[src/rtl/heap_pair_writer.sv]
// heap_pair_writer: packs one ascending 256-byte frame into the even/odd heap RAM pair
// (element k -> bank k[0], address k[7:1]). Optional HEAP_WR_PAD_EN pads short frames with 0xFF.
module heap_pair_writer (
    input  logic       clk,
    input  logic       rstN,
    input  logic       start,
    input  logic [7:0] in_data,
    input  logic       in_valid,
    input  logic       in_last,
    output logic       in_ready,
    output logic       heap_even_wea,
    output logic [6:0] heap_even_addra,
    output logic [7:0] heap_even_dina,
    output logic       heap_odd_wea,
    output logic [6:0] heap_odd_addra,
    output logic [7:0] heap_odd_dina,
    output logic       heap_even_web,
    output logic       heap_odd_web,
    output logic [6:0] heap_even_addrb,
    output logic [6:0] heap_odd_addrb,
    output logic [7:0] heap_even_dinb,
    output logic [7:0] heap_odd_dinb,
    output logic       busy,
    output logic       done,
    output logic [1:0] err
);

    localparam logic [1:0] ST_IDLE   = 2'd0;
    localparam logic [1:0] ST_FILL   = 2'd1;
`ifdef HEAP_WR_PAD_EN
    localparam logic [1:0] ST_PAD    = 2'd2;
`endif
    localparam logic [1:0] ST_FIN    = 2'd3;
    localparam logic [7:0] PAD_BYTE  = 8'hFF;
    localparam logic [6:0] LAST_ADDR = 7'd127;

    logic [1:0] state_r,     state_n;
    logic [8:0] elem_cnt_r,  elem_cnt_n;
    logic [7:0] even_hold_r, even_hold_n;
    logic [7:0] prev_r,      prev_n;
    logic [1:0] err_r,       err_n;
    logic       wr_en_r,     wr_en_n;
    logic [6:0] wr_addr_r,   wr_addr_n;
    logic [7:0] wr_even_r,   wr_even_n;
    logic [7:0] wr_odd_r,    wr_odd_n;
    logic       done_r,      done_n;
    logic       busy_r,      busy_n;
    logic       in_ready_r,  in_ready_n;
`ifdef HEAP_WR_PAD_EN
    logic [6:0] pad_addr_r,  pad_addr_n;
`endif
    logic       acc_s;

    assign acc_s = in_valid & in_ready_r;

    // Next-state and next-output computation for the frame loader
    always_comb begin
        state_n     = state_r;
        elem_cnt_n  = elem_cnt_r;
        even_hold_n = even_hold_r;
        prev_n      = prev_r;
        err_n       = err_r;
        wr_en_n     = 1'b0;
        wr_addr_n   = wr_addr_r;
        wr_even_n   = wr_even_r;
        wr_odd_n    = wr_odd_r;
        done_n      = 1'b0;
        in_ready_n  = in_ready_r;
`ifdef HEAP_WR_PAD_EN
        pad_addr_n  = pad_addr_r;
`endif
        case (state_r)
            ST_IDLE: begin
                if (start) begin
                    state_n    = ST_FILL;
                    elem_cnt_n = 9'd0;
                    err_n      = 2'b00;
                    prev_n     = 8'd0;
                    in_ready_n = 1'b1;
                end else begin
                    state_n    = ST_IDLE;
                    in_ready_n = 1'b0;
                end
            end
            ST_FILL: begin
                if (acc_s) begin
                    elem_cnt_n = elem_cnt_r + 9'd1;
                    prev_n     = in_data;
                    if ((elem_cnt_r != 9'd0) && (in_data < prev_r)) begin
                        err_n[1] = 1'b1;
                    end else begin
                        err_n[1] = err_r[1];
                    end
                    // Even elements wait in even_hold until their odd partner arrives
                    if (!elem_cnt_r[0]) begin
                        even_hold_n = in_data;
                    end else begin
                        wr_en_n   = 1'b1;
                        wr_addr_n = elem_cnt_r[7:1];
                        wr_even_n = even_hold_r;
                        wr_odd_n  = in_data;
                    end
                    if (elem_cnt_r[7:0] == 8'd255) begin
                        in_ready_n = 1'b0;
                        state_n    = ST_FIN;
                        if (!in_last) begin
                            err_n[0] = 1'b1;
                        end else begin
                            err_n[0] = err_r[0];
                        end
                    end else if (in_last) begin
                        in_ready_n = 1'b0;
                        // A dangling even element is flushed with a 0xFF odd partner
                        if (!elem_cnt_r[0]) begin
                            wr_en_n   = 1'b1;
                            wr_addr_n = elem_cnt_r[7:1];
                            wr_even_n = in_data;
                            wr_odd_n  = PAD_BYTE;
                        end else begin
                            wr_en_n   = 1'b1;
                        end
`ifdef HEAP_WR_PAD_EN
                        if (elem_cnt_r[7:1] == LAST_ADDR) begin
                            state_n = ST_FIN;
                        end else begin
                            state_n    = ST_PAD;
                            pad_addr_n = elem_cnt_r[7:1] + 7'd1;
                        end
`else
                        state_n  = ST_FIN;
                        err_n[0] = 1'b1;
`endif
                    end else begin
                        state_n = ST_FILL;
                    end
                end else begin
                    state_n = ST_FILL;
                end
            end
`ifdef HEAP_WR_PAD_EN
            ST_PAD: begin
                wr_en_n    = 1'b1;
                wr_addr_n  = pad_addr_r;
                wr_even_n  = PAD_BYTE;
                wr_odd_n   = PAD_BYTE;
                in_ready_n = 1'b0;
                if (pad_addr_r == LAST_ADDR) begin
                    state_n = ST_FIN;
                end else begin
                    pad_addr_n = pad_addr_r + 7'd1;
                end
            end
`endif
            ST_FIN: begin
                done_n     = 1'b1;
                state_n    = ST_IDLE;
                in_ready_n = 1'b0;
            end
            default: begin
                state_n    = ST_IDLE;
                in_ready_n = 1'b0;
            end
        endcase
        busy_n = (state_n != ST_IDLE);
    end

    // State and registered outputs; reset aborts any frame in flight
    always_ff @(posedge clk or negedge rstN) begin
        if (!rstN) begin
            state_r     <= ST_IDLE;
            elem_cnt_r  <= 9'd0;
            even_hold_r <= 8'd0;
            prev_r      <= 8'd0;
            err_r       <= 2'b00;
            wr_en_r     <= 1'b0;
            wr_addr_r   <= 7'd0;
            wr_even_r   <= 8'd0;
            wr_odd_r    <= 8'd0;
            done_r      <= 1'b0;
            busy_r      <= 1'b0;
            in_ready_r  <= 1'b0;
`ifdef HEAP_WR_PAD_EN
            pad_addr_r  <= 7'd0;
`endif
        end else begin
            state_r     <= state_n;
            elem_cnt_r  <= elem_cnt_n;
            even_hold_r <= even_hold_n;
            prev_r      <= prev_n;
            err_r       <= err_n;
            wr_en_r     <= wr_en_n;
            wr_addr_r   <= wr_addr_n;
            wr_even_r   <= wr_even_n;
            wr_odd_r    <= wr_odd_n;
            done_r      <= done_n;
            busy_r      <= busy_n;
            in_ready_r  <= in_ready_n;
`ifdef HEAP_WR_PAD_EN
            pad_addr_r  <= pad_addr_n;
`endif
        end
    end

    assign in_ready        = in_ready_r;
    assign heap_even_wea   = wr_en_r;
    assign heap_even_addra = wr_addr_r;
    assign heap_even_dina  = wr_even_r;
    assign heap_odd_wea    = wr_en_r;
    assign heap_odd_addra  = wr_addr_r;
    assign heap_odd_dina   = wr_odd_r;
    assign heap_even_web   = 1'b0;
    assign heap_odd_web    = 1'b0;
    assign heap_even_addrb = 7'd0;
    assign heap_odd_addrb  = 7'd0;
    assign heap_even_dinb  = 8'd0;
    assign heap_odd_dinb   = 8'd0;
    assign busy            = busy_r;
    assign done            = done_r;
    assign err             = err_r;

endmodule

[config.mk]
export PLATFORM = sky130hd
export DESIGN_NAME = heap_pair_writer
export DESIGN_NICKNAME = d
export VERILOG_FILES = /design/src/rtl/heap_pair_writer.sv
export SDC_FILE = /design/constraint.sdc
export NUM_CORES = 1
export LEC_CHECK = 0
export ABC_CLOCK_PERIOD_IN_PS = 2200
export CORE_ASPECT_RATIO = 1.2
export CORE_UTILIZATION = 45
export CTS_BUF_LIST = sky130_fd_sc_hd__clkbuf_16
export DETAILED_ROUTE_END_ITERATION = 6
export PLACE_DENSITY_LB_ADDON = 0.15
export SYNTH_ARGS = -nofsm -noshare
export SYNTH_HDL_FRONTEND = slang
export SYNTH_SLANG_ARGS = --single-unit
[constraint.sdc]
create_clock -name clk -period 2.2 [get_ports clk]
set_input_delay 0.33 -clock clk [delete_from_list [all_inputs] [get_ports clk]]
set_output_delay 0.33 -clock clk [all_outputs]
set_load 0.02 [all_outputs]
# After elaboration in Yosys (flattened, before gate mapping)
# Cells that the tools add are included.
totals:
  ff_bits: 56
  out_inout_bits: 69
  mem_bits_rw: 0
  input_bits: 13
  mem_count: 0
  latchBits: 0
  word_cells: 77
  romBits: 0
classes:
  order_cmp: 1
  n_eq_ne: 8
  n_reduce_logical: 11
  n_mux: 41
  div_mod_pow: 0
  n_addsub: 1
  bitwise: 2
  n_shift: 0
  mul: 0
ops:
  columns: ["cell", "n"]
  rows:
  - ["$mux 8", 10]
  - ["$mux 7", 4]
  - ["$mux 9", 2]
  - ["$pmux 9 s2", 1]
  - ["$pmux 8 s2", 1]
  - ["$mux 1", 15]
  - ["$mux 2", 5]
  - ["$add 9x1->9 const B", 1]
  - ["$reduce_bool 9->1", 1]
  - ["$eq 8x8->1 const B", 1]
  - ["$lt 8x8->1", 1]
  - ["$pmux 2 s2", 2]
  - ["$ne 2x2->1 const B", 3]
  - ["$ne 3x3->1 const B", 2]
  - ["$reduce_and 3->1", 2]
  - ["$reduce_and 5->1", 1]
  - ["$reduce_and 2->1", 2]
  - ["$reduce_and 4->1", 1]
  - ["$reduce_bool 2->1", 2]
  - ["$eq 2x1->1 const B", 1]
  - ["$eq 2x2->1 const B", 1]
  - ["$logic_not 2->1", 1]
  - ["$pmux 1 s2", 1]
  - ["$and 1x1->1", 1]
  - ["2 further kinds", 2]

# Longest topological paths before layout
# Gate-level depths: netlist of run 1.
logic_depth:
  ltp_word: 5
  ltp_mapped: 6
  ltp_nobuf: 6

# Least setup slack after synthesis of run 1
# Ideal clock, no wire load.
synth_path:
  kind: "reg-to-reg"
  start: "register elem_cnt_r[0]"
  end: "register wr_addr_r[2] (netlist: heap_even_addra[2])"
  path_stages_with_launch: 6
  setup_slack_ps: 473
  t_arrival_ps: 1600
  path_buffers: 1
  t_required_ps: 2072
  cell_sequence: "dfrtp_1 > ha_1 > and4b_1 > a221oi_4 > buf_6 > mux2_1"
synth_via:
  elab_chain_cells: 4
  elab_cells_between_ends: 5
  classes_between: "1 x eq/ne; 4 x mux"
synth_rtl:
  columns: ["item", "line", "text"]
  rows:
  - ["start: declaration", "38", "logic [8:0] elem_cnt_r, elem_cnt_n;"]
  - ["start signal: assignment", "187", "elem_cnt_r <= elem_cnt_n;"]
  - ["$mux 7", "95", "if (!elem_cnt_r[0]) begin"]
  - ["$mux 7", "114", "if (!elem_cnt_r[0]) begin"]
  - ["$mux 7", "111", "end else if (in_last) begin"]
  - ["$mux 7 (*)", "103", "if (elem_cnt_r[7:0] == 8'd255) begin"]
  - ["end signal: assignment", "192", "wr_addr_r <= wr_addr_n;"]
  - ["end: declaration", "43", "logic [6:0] wr_addr_r, wr_addr_n;"]
# Every way passes the cells marked *; elsewhere a longest branch is shown, timed or not.
# A chain may end at the register's enable or synchronous reset.

# Worst setup path after layout of run 1
layout_path:
  start: "register elem_cnt_r[1]"
  end: "register wr_addr_r[0] (netlist: heap_even_addra[0])"
# The elaborated chain is that of the path after synthesis.

==> results of run 1 <==
## sequential cells by signal, summed over array words and instances, names as in the netlist, 2 cells and up
| register | cells |
|---|---|
| heap_odd_dina | 8 |
| err | 2 |
| prev_r | 8 |
| heap_even_addra | 7 |
| heap_even_dina | 8 |
| state_r | 2 |
| even_hold_r | 8 |
| elem_cnt_r | 9 |
## worst paths after layout
| path | startpoint | end | slack, ns | cells after the start |
|---|---|---|---|---|
| worst min register to register | prev_r[3] | prev_r[3] | 0.49 | 2 |
| worst max register to register | elem_cnt_r[1] | heap_even_addra[0] | 0.30 | 5 |
| worst max-delay path | elem_cnt_r[1] | heap_even_addra[0] | 0.30 | 5 |
| min in group clk | prev_r[3] | prev_r[3] | 0.49 | 2 |
| worst min-delay path | rstN | heap_even_addra[6] | 0.15 | 2 |
| max in group asynchronous | rstN | heap_odd_dina[7] | 1.57 | 2 |
## worst register-to-register path: stages (launching register included)
cell,delay [ns]
dfrtp_1,0.43
ha_1,0.26
and4b_1,0.23
a221oi_4,0.30
buf_12,0.22
mux2_1,0.35
## report_power, final
group | switching, mW | internal, mW
Combinational | 0.0979 | 0.0365
Clock | 0.373 | 0.427
Sequential | 0.00128 | 1.03
Total | 0.472 | 1.49
## synthesized netlist by cell type, types with 4 or more instances
cell	instances
dfrtp_1	56
buf_4	43
nand2_1	27
mux2_1	15
nor2_1	15
inv_1	11
o21ai_1	10
ha_1	9
a21oi_1	8
o22a_1	8
mux2i_1	7
nand3_1	6
xor2_1	5
buf_2	4
nand4_1	4
## kinds of logic after synthesis
| family | synth area share |
|---|---|
| buffers and inverters | 0.146 |
| XOR/XNOR | 0.0183 |
| flip-flops | 0.489 |
| multiplexers | 0.0833 |
| adder cells (fa/ha/maj) | 0.0393 |
| AO/OA/AOI/OAI | 0.0956 |
| other | 0.00131 |
| AND/OR/NAND/NOR | 0.128 |
## metrics by stage
step           setup WS [ns]  cell area (um^2)  hold WS [ns]   util  power [mW]
6_report               0.299              3430         0.146  0.563        1.96
5_1_grt                0.224              3430         0.243  0.563        2.05
4_1_cts                0.273              3430         0.194  0.563        2.00
3_5_place_dp           0.149              3280         0.479  0.539        1.19
3_3_place_gp           0.178              3280         0.468  0.539        1.19
2_1_floorplan          0.473              2980        0.0344      -        1.17
## per-layer routing
metal / routed length (um) / share of wire / vias to the layer above / global-route usage
li1: - / - / 935 / -
met2: 2780 / 0.52 / 45 / 0.319
met1: 2300 / 0.43 / 922 / 0.226
met3: 187 / 0.035 / 7 / 0.0282
met4: 71 / 0.013 / 0 / 0.0617
met5: 0 / 0 / - / 0
## final cells by class
cell class                      count  area (um^2)
Fill cell                         558         2660
Sequential cell                    56         1400
Multi-Input combinational cell    179         1160
Timing Repair Buffer               59          573
Clock buffer                        5          125
Tap cell                           82          103
Inverter                           11         41.3
Clock inverter                      3         22.5
==> results_dict.tcl, run 1 <==
set metrics [dict create \
    rows 31 \
    timing.fmax_ghz 0.526 \
    setup_violations 0 \
    h-tree-depth 2 \
    cp_max_fo 30 \
    cp_cell_sequence "ha_1 > and4b_1 > a221oi_4 > buf_12 > mux2_1" \
    synthFlopType "dfrtp_1" \
    crit_arrival_ns 2.08 \
    clk_pin_slew_worst_paths_ns 0.07 \
    clockBufferDepth 2 \
    wl_per_cell_um 13.5 \
    postCtsSetupRepairBufs 0 \
    finalNonFillerCells 395 \
    path_class "flop to flop" \
    grt_pass1_wl_um 8940 \
    ys_seq_area_frac 0.489 \
    antenna_cells 0 \
    startpoint_type "flop" \
    period_minus_slack_ns 1.90 \
    p_leak_nw 1.64 \
    cts_resized 0 \
    dieWidth_um 74.9 \
    ant_nets 0 \
    cp.buffers_inverters 1 \
    place_inst 387 \
    synthTopCellsByArea "dfrtp_1, buf_4, mux2_1, ha_1, nand2_1" \
    async_flop_share 1.00 \
    synthesis.area_um2 2870 \
    grt_overflow 0 \
    insertion_delay_ns 0.29 \
    wl_um 5340 \
    yosysUniqueCellTypes 45 \
    cp-end-kind "flop" \
    finish.net_count 334 \
    dr_total_vias 1909 \
    ys_ff_latch 56 \
    tightest_slew_ns 0.699 \
    yosys.area.top_type "dfrtp_1" \
    synth_warnings 0 \
    drv_cap 0 \
    area_growth_syn_to_layout_pct 19.6 \
    cts_sinks 56 \
    final_cell_mix "dfrtp_1, clkdlybuf4s50_1, conb_1" \
    powerDensity_nw_per_um2 573 \
    first_iter_violations 56 \
    syn_avg_cell_area_um2 10.7 \
    port_buffers 49 \
    die_h_um 89.5 \
    setup-tns-final_ns 0 \
    grt_max_degree 57 \
    outcome "finished clean" \
    drt_first_pass_iters 4 \
    antenna_found_initial 0 \
    cts_tree "yes" \
    relSlewSlack 0.533 \
    initial_core_util 0.471 \
    report.final.slew_viol_count 0 \
    grt_pass1_vias 1865 \
    holdBufCountCts 0 \
    final_common_cell "dfrtp_1" \
    core_area_um2 6090 \
    fin_crit_sh 0.864 \
    finClkSkew_ns 0.00435 \
    drive_gt1_frac 0.0767 \
    rsz0062_at_grt "false" \
    drc_errors 0 \
    cts_buffers 5 \
    die-area_um2 6700 \
    irDropWorstVdd_mv 0.315 \
    synth-edff-count 0 \
    gp_congestion 0.786 \
    hold_violations 0 \
    num_io_pins 82 \
    synth_cells 267 \
    cts-root-buf "clkbuf_16" \
    synth_top_area_share 0.489 \
    cp_slowest_cell "dfrtp_1" \
    critical_path_required_ns 2.37 \
    slowest_delay_ns 0.43 \
    crit_family "flip-flops" \
    hpwl_um 3750 \
    avgViaCountPerCell 4.83 \
    hold_path.class "input pin to async pin" \
    track_usage 0.182 \
]
(Power assumes the default switching activity.)
==> run 2: changes to the inputs <==
--- a/config.mk
+++ b/config.mk
@@ -7,7 +7,7 @@
 export LEC_CHECK = 0
 export ABC_CLOCK_PERIOD_IN_PS = 2200
 export CORE_ASPECT_RATIO = 1.2
-export CORE_UTILIZATION = 45
+export CORE_UTILIZATION = 48
 export CTS_BUF_LIST = sky130_fd_sc_hd__clkbuf_16
 export DETAILED_ROUTE_END_ITERATION = 6
 export PLACE_DENSITY_LB_ADDON = 0.15
==> run 2 against run 1 <==
Compared with the run above: core utilization rose by 3.9 points; global-route usage rose by 0.68 points; setup slack worse by 0.0037 ns; power down 0.53%; clock-buffer cell count unchanged; first-iteration DRC count rose by 86%; die area down 6.1%; sequential share of layout area fell by 0.074 points; wire length hardly changed.
==> results_dict.tcl, run 2 (same netlist as run 1, synthesis figures left out) <==
set metrics [dict create \
    outcome "finished clean" \
    cts_resized 0 \
    drive_gt1_frac 0.0735 \
    wl_per_cell_um 13.6 \
    first_iter_violations 104 \
    clockBufferDepth 2 \
    dieWidth_um 72.6 \
    area_growth_syn_to_layout_pct 19.9 \
    clk_pin_slew_worst_paths_ns 0.07 \
    grt_pass1_wl_um 8960 \
    cp_max_fo 30 \
    holdBufCountCts 0 \
    setup-tns-final_ns 0 \
    rsz0062_at_grt "false" \
    core_area_um2 5710 \
    cts_sinks 56 \
    rows 30 \
    insertion_delay_ns 0.29 \
    irDropWorstVdd_mv 0.459 \
    port_buffers 49 \
    finClkSkew_ns 0.00965 \
    dpl-instance-area_um2 3290 \
    drt_first_pass_iters 4 \
    setup_violations 0 \
    wl_um 5340 \
    tightest_slew_ns 0.747 \
    cp-end-kind "flop" \
    relSlewSlack 0.501 \
    postCtsSetupRepairBufs 0 \
    grt_pass1_vias 1809 \
    critical_path_required_ns 2.37 \
    antenna_cells 0 \
    fin_crit_sh 0.866 \
    report.final.slew_viol_count 0 \
    finish.net_count 334 \
    drc_errors 0 \
    dr_total_vias 1904 \
    fin_ws_ns 0.295 \
    powerDensity_nw_per_um2 569 \
    track_usage 0.188 \
    crit_arrival_ns 2.08 \
    grt_use_met1 0.242 \
    die_h_um 86.7 \
    p_leak_nw 1.64 \
    h-tree-depth 2 \
    fin_util 0.602 \
    grt_max_degree 35 \
    cts_buffers 5 \
    avgViaCountPerCell 4.84 \
    finalNonFillerCells 393 \
    timing.fmax_ghz 0.525 \
    startpoint_type "flop" \
    pre_cts_ws_ns 0.133 \
    drv_cap 0 \
    hold_violations 0 \
    cts-root-buf "clkbuf_16" \
    final_common_cell "dfrtp_1" \
    grt_use_met2 0.318 \
    cts_tree "yes" \
    path_class "flop to flop" \
    final_cell_mix "dfrtp_1, clkdlybuf4s50_1, conb_1" \
    die-area_um2 6290 \
    ant_nets 0 \
    antenna_found_initial 0 \
    grt_overflow 0 \
    hold_path.class "input pin to async pin" \
    place_inst 385 \
    total_power_mw 1.95 \
    grtUsageMet3 0.0395 \
    num_io_pins 82 \
    holdWs_ns 0.0306 \
    final_area_um2 3440 \
    period_minus_slack_ns 1.90 \
    gp_congestion 0.820 \
    busiest_layer "met2" \
    largest_reg_flops 9 \
    hpwl_um 3940 \
    top_register "elem_cnt_r" \
    initial_core_util 0.503 \
]
-- run 2: changes by cell type in the layout (fill, tap and decap cells not counted) --
| cell | previous run | this run |
|---|---|---|
| clkinvlp_4 | 0 | 2 |
| buf_12 | 1 | 2 |
| buf_4 | 9 | 8 |
| clkinv_1 | 0 | 1 |
| clkinv_2 | 1 | 0 |
| clkinv_4 | 1 | 0 |
| inv_6 | 1 | 0 |
-- run 2: worst paths after layout --
check,end,slack [ns],startpoint,cells past startpoint
setup / recovery,heap_even_addra[5],0.30,elem_cnt_r[1],5
hold / removal,elem_cnt_r[3],0.03,rstN,1
setup reg to reg,heap_even_addra[5],0.30,elem_cnt_r[1],5
hold reg to reg,prev_r[7],0.49,prev_r[7],2
max in group asynchronous,prev_r[6],1.60,rstN,2
min in group clk,prev_r[7],0.49,prev_r[7],2
-- run 2: report_power, final --
group,internal [mW],total (mW),switching [mW]
Combinational,0.0389,0.139,0.0997
Clock,0.419,0.785,0.366
Sequential,1.03,1.03,0.00110
Total,1.49,1.95,0.467
-- run 2: layout make-up --
type                       instances  area (um^2)
tap                               80          100
clock inverter                     3         18.8
multi-input combinational        179         1160
timing repair buffer              59          586
fill                             508         2270
sequential                        56         1400
inverter                          11         41.3
clock buffer                       5          125
-- run 2: metal layers --
layer,routed length [um],part of all wire
met2,2740,0.51
met3,223,0.042
met5,0,0
met4,67,0.013
met1,2310,0.43
-- run 2: critical path, stage by stage, from the launching register on --
cell and delay (ns):
dfrtp_1 0.42, ha_1 0.25, and4b_1 0.24, a221oi_4 0.31, buf_12 0.22, mux2_1 0.34
